$ cat src/rtl/core_run_ctrl.sv
// Execution controller for the RV32 core: turns debounced button pulses into a
// one-cycle core clock enable with halt, single-step, free-run and run-N modes.
module core_run_ctrl #(
    parameter int CNT_W = 16
) (
    input  logic             clk,
    input  logic             rst,
    input  logic             step_btn,
    input  logic             run_btn,
    input  logic             n_valid,
    input  logic [CNT_W-1:0] n_steps,
    input  logic             bp_en,
    input  logic [31:0]      bp_addr,
    input  logic [31:0]      pc,
    output logic             core_ce,
    output logic             halted,
    output logic [1:0]       state,
    output logic [1:0]       halt_cause,
    output logic [31:0]      retired
);

    typedef enum logic [1:0] {
        ST_HALT = 2'd0,
        ST_STEP = 2'd1,
        ST_RUN  = 2'd2,
        ST_RUNN = 2'd3
    } state_t;

    localparam logic [1:0] CAUSE_RESET = 2'd0;
    localparam logic [1:0] CAUSE_USER  = 2'd1;
    localparam logic [1:0] CAUSE_COUNT = 2'd2;
    localparam logic [1:0] CAUSE_BP    = 2'd3;

    localparam logic [CNT_W-1:0] CNT_ZERO = {CNT_W{1'b0}};
    localparam logic [CNT_W-1:0] CNT_ONE  = {{(CNT_W-1){1'b0}}, 1'b1};

    state_t           state_r;
    state_t           state_nxt_s;
    logic [1:0]       cause_r;
    logic [1:0]       cause_nxt_s;
    logic [CNT_W-1:0] remain_r;
    logic             bp_armed_r;
    logic [31:0]      retired_r;
    logic             bp_hit_s;
    logic             ce_s;
    logic             halted_s;
    logic             load_n_s;
    logic             leave_halt_s;
    logic             unused_addr_bits_s;

    // Word-aligned compare; byte-offset bits of both addresses are don't-care.
    assign bp_hit_s           = bp_en & bp_armed_r & (pc[31:2] == bp_addr[31:2]);
    assign unused_addr_bits_s = ^{pc[1:0], bp_addr[1:0]};
    assign leave_halt_s       = (state_r == ST_HALT) && (state_nxt_s != ST_HALT);

    // State register.
    always_ff @(posedge clk or posedge rst) begin
        if (rst) begin
            state_r <= ST_HALT;
        end else begin
            state_r <= state_nxt_s;
        end
    end

    // Next-state and halt-cause selection; breakpoint outranks a user abort.
    always_comb begin
        state_nxt_s = state_r;
        cause_nxt_s = cause_r;
        load_n_s    = 1'b0;
        case (state_r)
            ST_HALT: begin
                if (run_btn) begin
                    state_nxt_s = ST_RUN;
                end else if (n_valid && (n_steps != CNT_ZERO)) begin
                    state_nxt_s = ST_RUNN;
                    load_n_s    = 1'b1;
                end else if (step_btn) begin
                    state_nxt_s = ST_STEP;
                end else begin
                    state_nxt_s = ST_HALT;
                end
            end
            ST_STEP: begin
                state_nxt_s = ST_HALT;
                cause_nxt_s = CAUSE_USER;
            end
            ST_RUN: begin
                if (bp_hit_s) begin
                    state_nxt_s = ST_HALT;
                    cause_nxt_s = CAUSE_BP;
                end else if (run_btn) begin
                    state_nxt_s = ST_HALT;
                    cause_nxt_s = CAUSE_USER;
                end else begin
                    state_nxt_s = ST_RUN;
                end
            end
            ST_RUNN: begin
                if (bp_hit_s) begin
                    state_nxt_s = ST_HALT;
                    cause_nxt_s = CAUSE_BP;
                end else if (run_btn) begin
                    state_nxt_s = ST_HALT;
                    cause_nxt_s = CAUSE_USER;
                end else if (remain_r == CNT_ONE) begin
                    state_nxt_s = ST_HALT;
                    cause_nxt_s = CAUSE_COUNT;
                end else begin
                    state_nxt_s = ST_RUNN;
                end
            end
            default: begin
                state_nxt_s = ST_HALT;
                cause_nxt_s = CAUSE_RESET;
            end
        endcase
    end

    // Core enable is combinational so a breakpoint suppresses the matching instruction.
    always_comb begin
        ce_s     = 1'b0;
        halted_s = 1'b0;
        case (state_r)
            ST_HALT: halted_s = 1'b1;
            ST_STEP: ce_s     = 1'b1;
            ST_RUN:  ce_s     = ~bp_hit_s;
            ST_RUNN: ce_s     = ~bp_hit_s;
            default: halted_s = 1'b1;
        endcase
    end

    // Halt cause register.
    always_ff @(posedge clk or posedge rst) begin
        if (rst) begin
            cause_r <= CAUSE_RESET;
        end else begin
            cause_r <= cause_nxt_s;
        end
    end

    // Run-N remaining count; held on a breakpoint stop until the next load.
    always_ff @(posedge clk or posedge rst) begin
        if (rst) begin
            remain_r <= CNT_ZERO;
        end else if (load_n_s) begin
            remain_r <= n_steps;
        end else if ((state_r == ST_RUNN) && ce_s) begin
            remain_r <= remain_r - CNT_ONE;
        end
    end

    // Breakpoint disarmed on resume so execution can leave a PC equal to bp_addr.
    always_ff @(posedge clk or posedge rst) begin
        if (rst) begin
            bp_armed_r <= 1'b0;
        end else if (leave_halt_s) begin
            bp_armed_r <= 1'b0;
        end else if (ce_s) begin
            bp_armed_r <= 1'b1;
        end
    end

    // Retired-instruction counter, wraps naturally.
    always_ff @(posedge clk or posedge rst) begin
        if (rst) begin
            retired_r <= 32'd0;
        end else if (ce_s) begin
            retired_r <= retired_r + 32'd1;
        end
    end

    assign core_ce    = ce_s;
    assign halted     = halted_s;
    assign state      = state_r;
    assign halt_cause = cause_r;
    assign retired    = retired_r;

endmodule

$ cat config.mk
export PLATFORM = sky130hd
export DESIGN_NAME = core_run_ctrl
export DESIGN_NICKNAME = d
export VERILOG_FILES = /design/src/rtl/core_run_ctrl.sv
export SDC_FILE = /design/constraint.sdc
export NUM_CORES = 1
export LEC_CHECK = 0
export ABC_AREA = 0
export ABC_CLOCK_PERIOD_IN_PS = 4700
export CORE_MARGIN = 2
export CORE_UTILIZATION = 46
export CTS_BUF_LIST = sky130_fd_sc_hd__clkbuf_8
export CTS_CLUSTER_SIZE = 24
export DETAILED_ROUTE_END_ITERATION = 12
export PLACE_DENSITY = 0.83
export SKIP_CTS_REPAIR_TIMING = 1
export SYNTH_ARGS = -nofsm -noshare
export SYNTH_HDL_FRONTEND = slang
export SYNTH_SLANG_ARGS = --single-unit
$ cat constraint.sdc
create_clock -name clk -period 4.7 [get_ports clk]
set_clock_uncertainty 0.15 [all_clocks]
set_input_delay 1.41 -clock clk [delete_from_list [all_inputs] [get_ports clk]]
set_output_delay 1.41 -clock clk [all_outputs]
set_load 0.01 [all_outputs]
==> Yosys cells after proc, flatten, opt, wreduce, memory -nomap -nowiden <==
Index checks and enable logic that the tools add are counted.
{ "classes": {"reduce_logical": 11, "add_sub_neg": 2, "n_bitwise": 3, "n_mux": 24, "n_eq_ne": 7} }
{ "op_table": {"columns": ["operator", "n"], "rows": [
  ["$add A32 B1 Y32 const B", 1],
  ["$mux W16", 2],
  ["$eq A30 B30 Y1", 1],
  ["$mux W2", 12],
  ["$eq A16 B1 Y1 const B", 1],
  ["$reduce_bool A16 Y1", 1],
  ["$sub A16 B1 Y16 const B", 1],
  ["$pmux W2 S4", 1],
  ["$mux W1", 7],
  ["$pmux W2 S3", 1],
  ["$reduce_bool A2 Y1", 3],
  ["$eq A2 B2 Y1 const B", 2],
  ["$ne A4 B4 Y1 const B", 1],
  ["$logic_and A1 B1 Y1", 3],
  ["$ne A3 B3 Y1 const B", 1],
  ["$reduce_and A3 Y1", 1],
  ["$reduce_bool A3 Y1", 1],
  ["$and A1 B1 Y1", 2],
  ["$eq A2 B1 Y1 const B", 1],
  ["$logic_not A2 Y1", 1],
  ["$pmux W1 S2", 1],
  ["$reduce_or A2 Y1", 1],
  ["$not A1 Y1", 1]
]} }
{ "word_totals": {"reg_bits": 53, "input_bits": 86} }

==> Depth between registers and ports, before layout <==
{ "depth": {"word_depth": 8, "ltp_mapped": 8, "ltp_nobuf": 7} }

==> Worst setup path before layout <==
Ideal clock, no wire load.
{ "synth_path": {"path_type": "in2out", "start": "input bp_addr[10]", "end": "output core_ce", "path_stages": 6, "t_required_ns": 3.140, "slack_ns": 0.381, "arrival_time_ns": 2.759, "path_cell_list": "xor2_1 > or4_1 > nor4_1 > and4bb_2 > buf_2 > nor2_1"} }
{ "synth_between": {"elab_chain_cells": 4} }
{ "synth_rtl": {"columns": ["element", "line_no", "text"], "rows": [
  ["from (decl)", "13", "input logic [31:0] bp_addr,"],
  ["$eq A30 B30 Y1", "52", "assign bp_hit_s = bp_en & bp_armed_r & (pc[31:2] == bp_addr[31:2]);"],
  ["$and A1 B1 Y1", "52", null],
  ["$not A1 Y1", "126, 127", null],
  ["$pmux W1 S2", "123", "case (state_r)"],
  ["to (decl)", "15", "output logic core_ce,"]
]} }
No other way between the ends.

==> Worst setup path after layout <==
{ "layout_path": {"start": "input bp_addr[3]", "end": "output core_ce"} }
Same word-level chain as after synthesis.

==> impl_metrics.tcl <==
set metrics [dict create \
    root_buffer "clkbuf_8" \
    die_w_um 88.4 \
    dp_hpwl_mm 7.26 \
    r2r_cells 6 \
    io_pins 124 \
    max-cap-violations 0 \
    cts_tree "built" \
    crit_type "input port to output port" \
    crit_end "core_ce" \
    grtUsageTotal_pct 24.4 \
    drcViolationCount 0 \
    hold_viol_final 0 \
    min_path_type "register to register" \
    synth.top_cells.by_count "dfrtp_1, nand2_1, xor2_1" \
    syn_avg_cell_area_um2 9.32 \
    ys_types 48 \
    grt_pass1_vias 3251 \
    start_util_pct 48.0 \
    critPathCaptureType "output port" \
    wl_per_cell_um 16.4 \
    status "finished, final reports clean" \
    placed_cell_area_um2 4690 \
    cts_inserted_buffers 5 \
    clock_sinks 53 \
    p_leak_uw 0.00187 \
    reg2reg_from "remain_r[6]" \
    grt_max_degree 54 \
    ant_nets 0 \
    rows 30 \
    first_pass_iters 4 \
    pre_cts_ws_ns -0.473 \
    finalNetCount 580 \
    ir_drop_mv 0.341 \
    timing.final.ws_setup_ns 0.0919 \
    die-area_um2 7820 \
    synthTopCellsByArea "dfrtp_1, xor2_1, xnor2_1" \
    antenna_found_initial 0 \
    reg2reg_slack_ns 2.12 \
    drt_iter0_drc 187 \
    ys_ff_latch 53 \
    postSynthCellCount 352 \
    die_h_um 88.4 \
    slew_headroom_pct 25.9 \
    area.growth.synth_to_final_pct 48.1 \
    yosysWarnings 0 \
    final_cells 588 \
    diodes 0 \
    synth_top_cell_by_area "dfrtp_1" \
    period_minus_slack_ns 4.61 \
    rsz0062_at_grt "false" \
    synth_nets 441 \
    vias 3300 \
    dp_cells 576 \
    fmax_ghz 0.217 \
    portBuffers 119 \
    post-route-cell-area_um2 4860 \
    synth_edf_count 0 \
    required_ns 3.14 \
    coreArea_um2 6830 \
    drv_slew 0 \
    syn_area_um2 3280 \
    drive_above_1_share_pct 9.76 \
    tightest_slew_ns 1.11 \
    cp_max_fo 2 \
    timing.final.crit_share_pct 98.0 \
    yosys_most_used_dff "dfrtp_1" \
    routed_wirelength_mm 9.63 \
    powerDensity_nw_per_um2 366 \
    setup_viol 0 \
    async_flop_share_pct 100 \
    clk_pin_slew_ns 0.10 \
    grt_overflow_total 0 \
    viasPerCell 5.61 \
    grt_pass1_wl_mm 15.0 \
    cts_buffer_depth 2 \
    cp-start-kind "input port" \
    cts.htree.levels 2 \
    ys_seq_area_share_pct 40.4 \
    gp_congestion 0.861 \
    crit_start "bp_addr[3]" \
    insertion_delay_ns 0.32 \
    yosysTopAreaCellShare_pct 40.4 \
    r2r-end "remain_r[15]" \
    cp.arrival_ns 3.05 \
    post-synth-top-count-cell "dfrtp_1" \
]
layer usage:
| layer | track usage [%] | share of wire, % |
|---|---|---|
| met1 | 32.0 | 44 |
| met2 | 41.0 | 49 |
| met3 | 5.78 | 5.0 |
| met4 | 5.92 | 1.9 |
| met5 | 0 | 0 |
how the worst min path moves through the flow:
| stage | startpoint | to | slack, ns | cells after the start |
|---|---|---|---|---|
| floorplan | bp_armed_r | bp_armed_r | 0.30 | 1 |
| global placement | retired[31] | retired[31] | 0.31 | 1 |
| detailed placement | retired[31] | retired[31] | 0.31 | 1 |
| CTS | retired[31] | retired[31] | 0.33 | 1 |
| global route | retired[31] | retired[31] | 0.36 | 1 |
| finish | retired[31] | retired[31] | 0.33 | 1 |
cells in the final DEF (no fill, tap or decap), types with 6 or more instances in the layout:
cell type / synthesis / layout
a31oi_1: 7 / 7
buf_4: 1 / 24
clkdlybuf4s50_1: 0 / 109
dfrtp_1: 53 / 53
dlymetal6s2s_1: 0 / 9
inv_1: 15 / 14
nand2_1: 32 / 32
nand3_1: 18 / 18
nand4_1: 15 / 15
nor2_1: 16 / 15
nor2b_1: 9 / 9
nor3_1: 17 / 17
nor4_1: 22 / 21
or3_1: 6 / 6
or4_1: 9 / 9
xnor2_1: 25 / 24
xor2_1: 32 / 31
final cells by class:
type | count | area (µm²)
Clock inverter | 3 | 25.0
Timing Repair Buffer | 143 | 1390
Sequential cell | 53 | 1330
Multi-Input combinational cell | 273 | 1870
Fill cell | 530 | 1970
Tap cell | 96 | 120
Clock buffer | 5 | 68.8
Inverter | 15 | 56.3
worst max-delay path, stage by stage:
cell	delay, ns
clkdlybuf4s50_1	0.47
xnor2_2	0.23
nand4_1	0.15
nor4_2	0.31
and4bb_2	0.29
nor2_2	0.05
buf_2	0.14
power by group:
part / leakage [µW] / total [µW] / switching, µW / internal, µW
registers: 0.000573 / 731 / 146 / 584
clock network: 0.0000447 / 276 / 168 / 108
logic: 0.00125 / 774 / 380 / 394
total: 0.00187 / 1780 / 693 / 1090
flip-flops by register name, summed over array words and instances (netlist names):
register / count
retired: 32
remain_r: 16
halt_cause: 2
state: 2
bp_armed_r: 1
through the flow:
step	power, µW	TNS (ns)	hold slack (ns)	util (%)
after global placement	1470	-0.461	0.307	68.7
final	1780	0	0.326	71.1
after floorplan	1130	0	0.300	-
after global routing	1900	0	0.362	71.1
after CTS	1780	-0.464	0.332	70.1
after detailed placement	1500	-0.473	0.311	68.7
cells by family after synthesis:
kind of cell | Yosys count | synth area share [%]
and+or+nand+nor | 169 | 29.0
buffers and inverters | 26 | 3.17
muxes | 3 | 0.992
adders and majority gates | 3 | 1.14
DFF | 53 | 40.4
xor gates and xnor gates | 57 | 15.2
AOI/OAI and AO/OA | 41 | 10.0
Note: power is estimated with default switching activity, not from simulation.
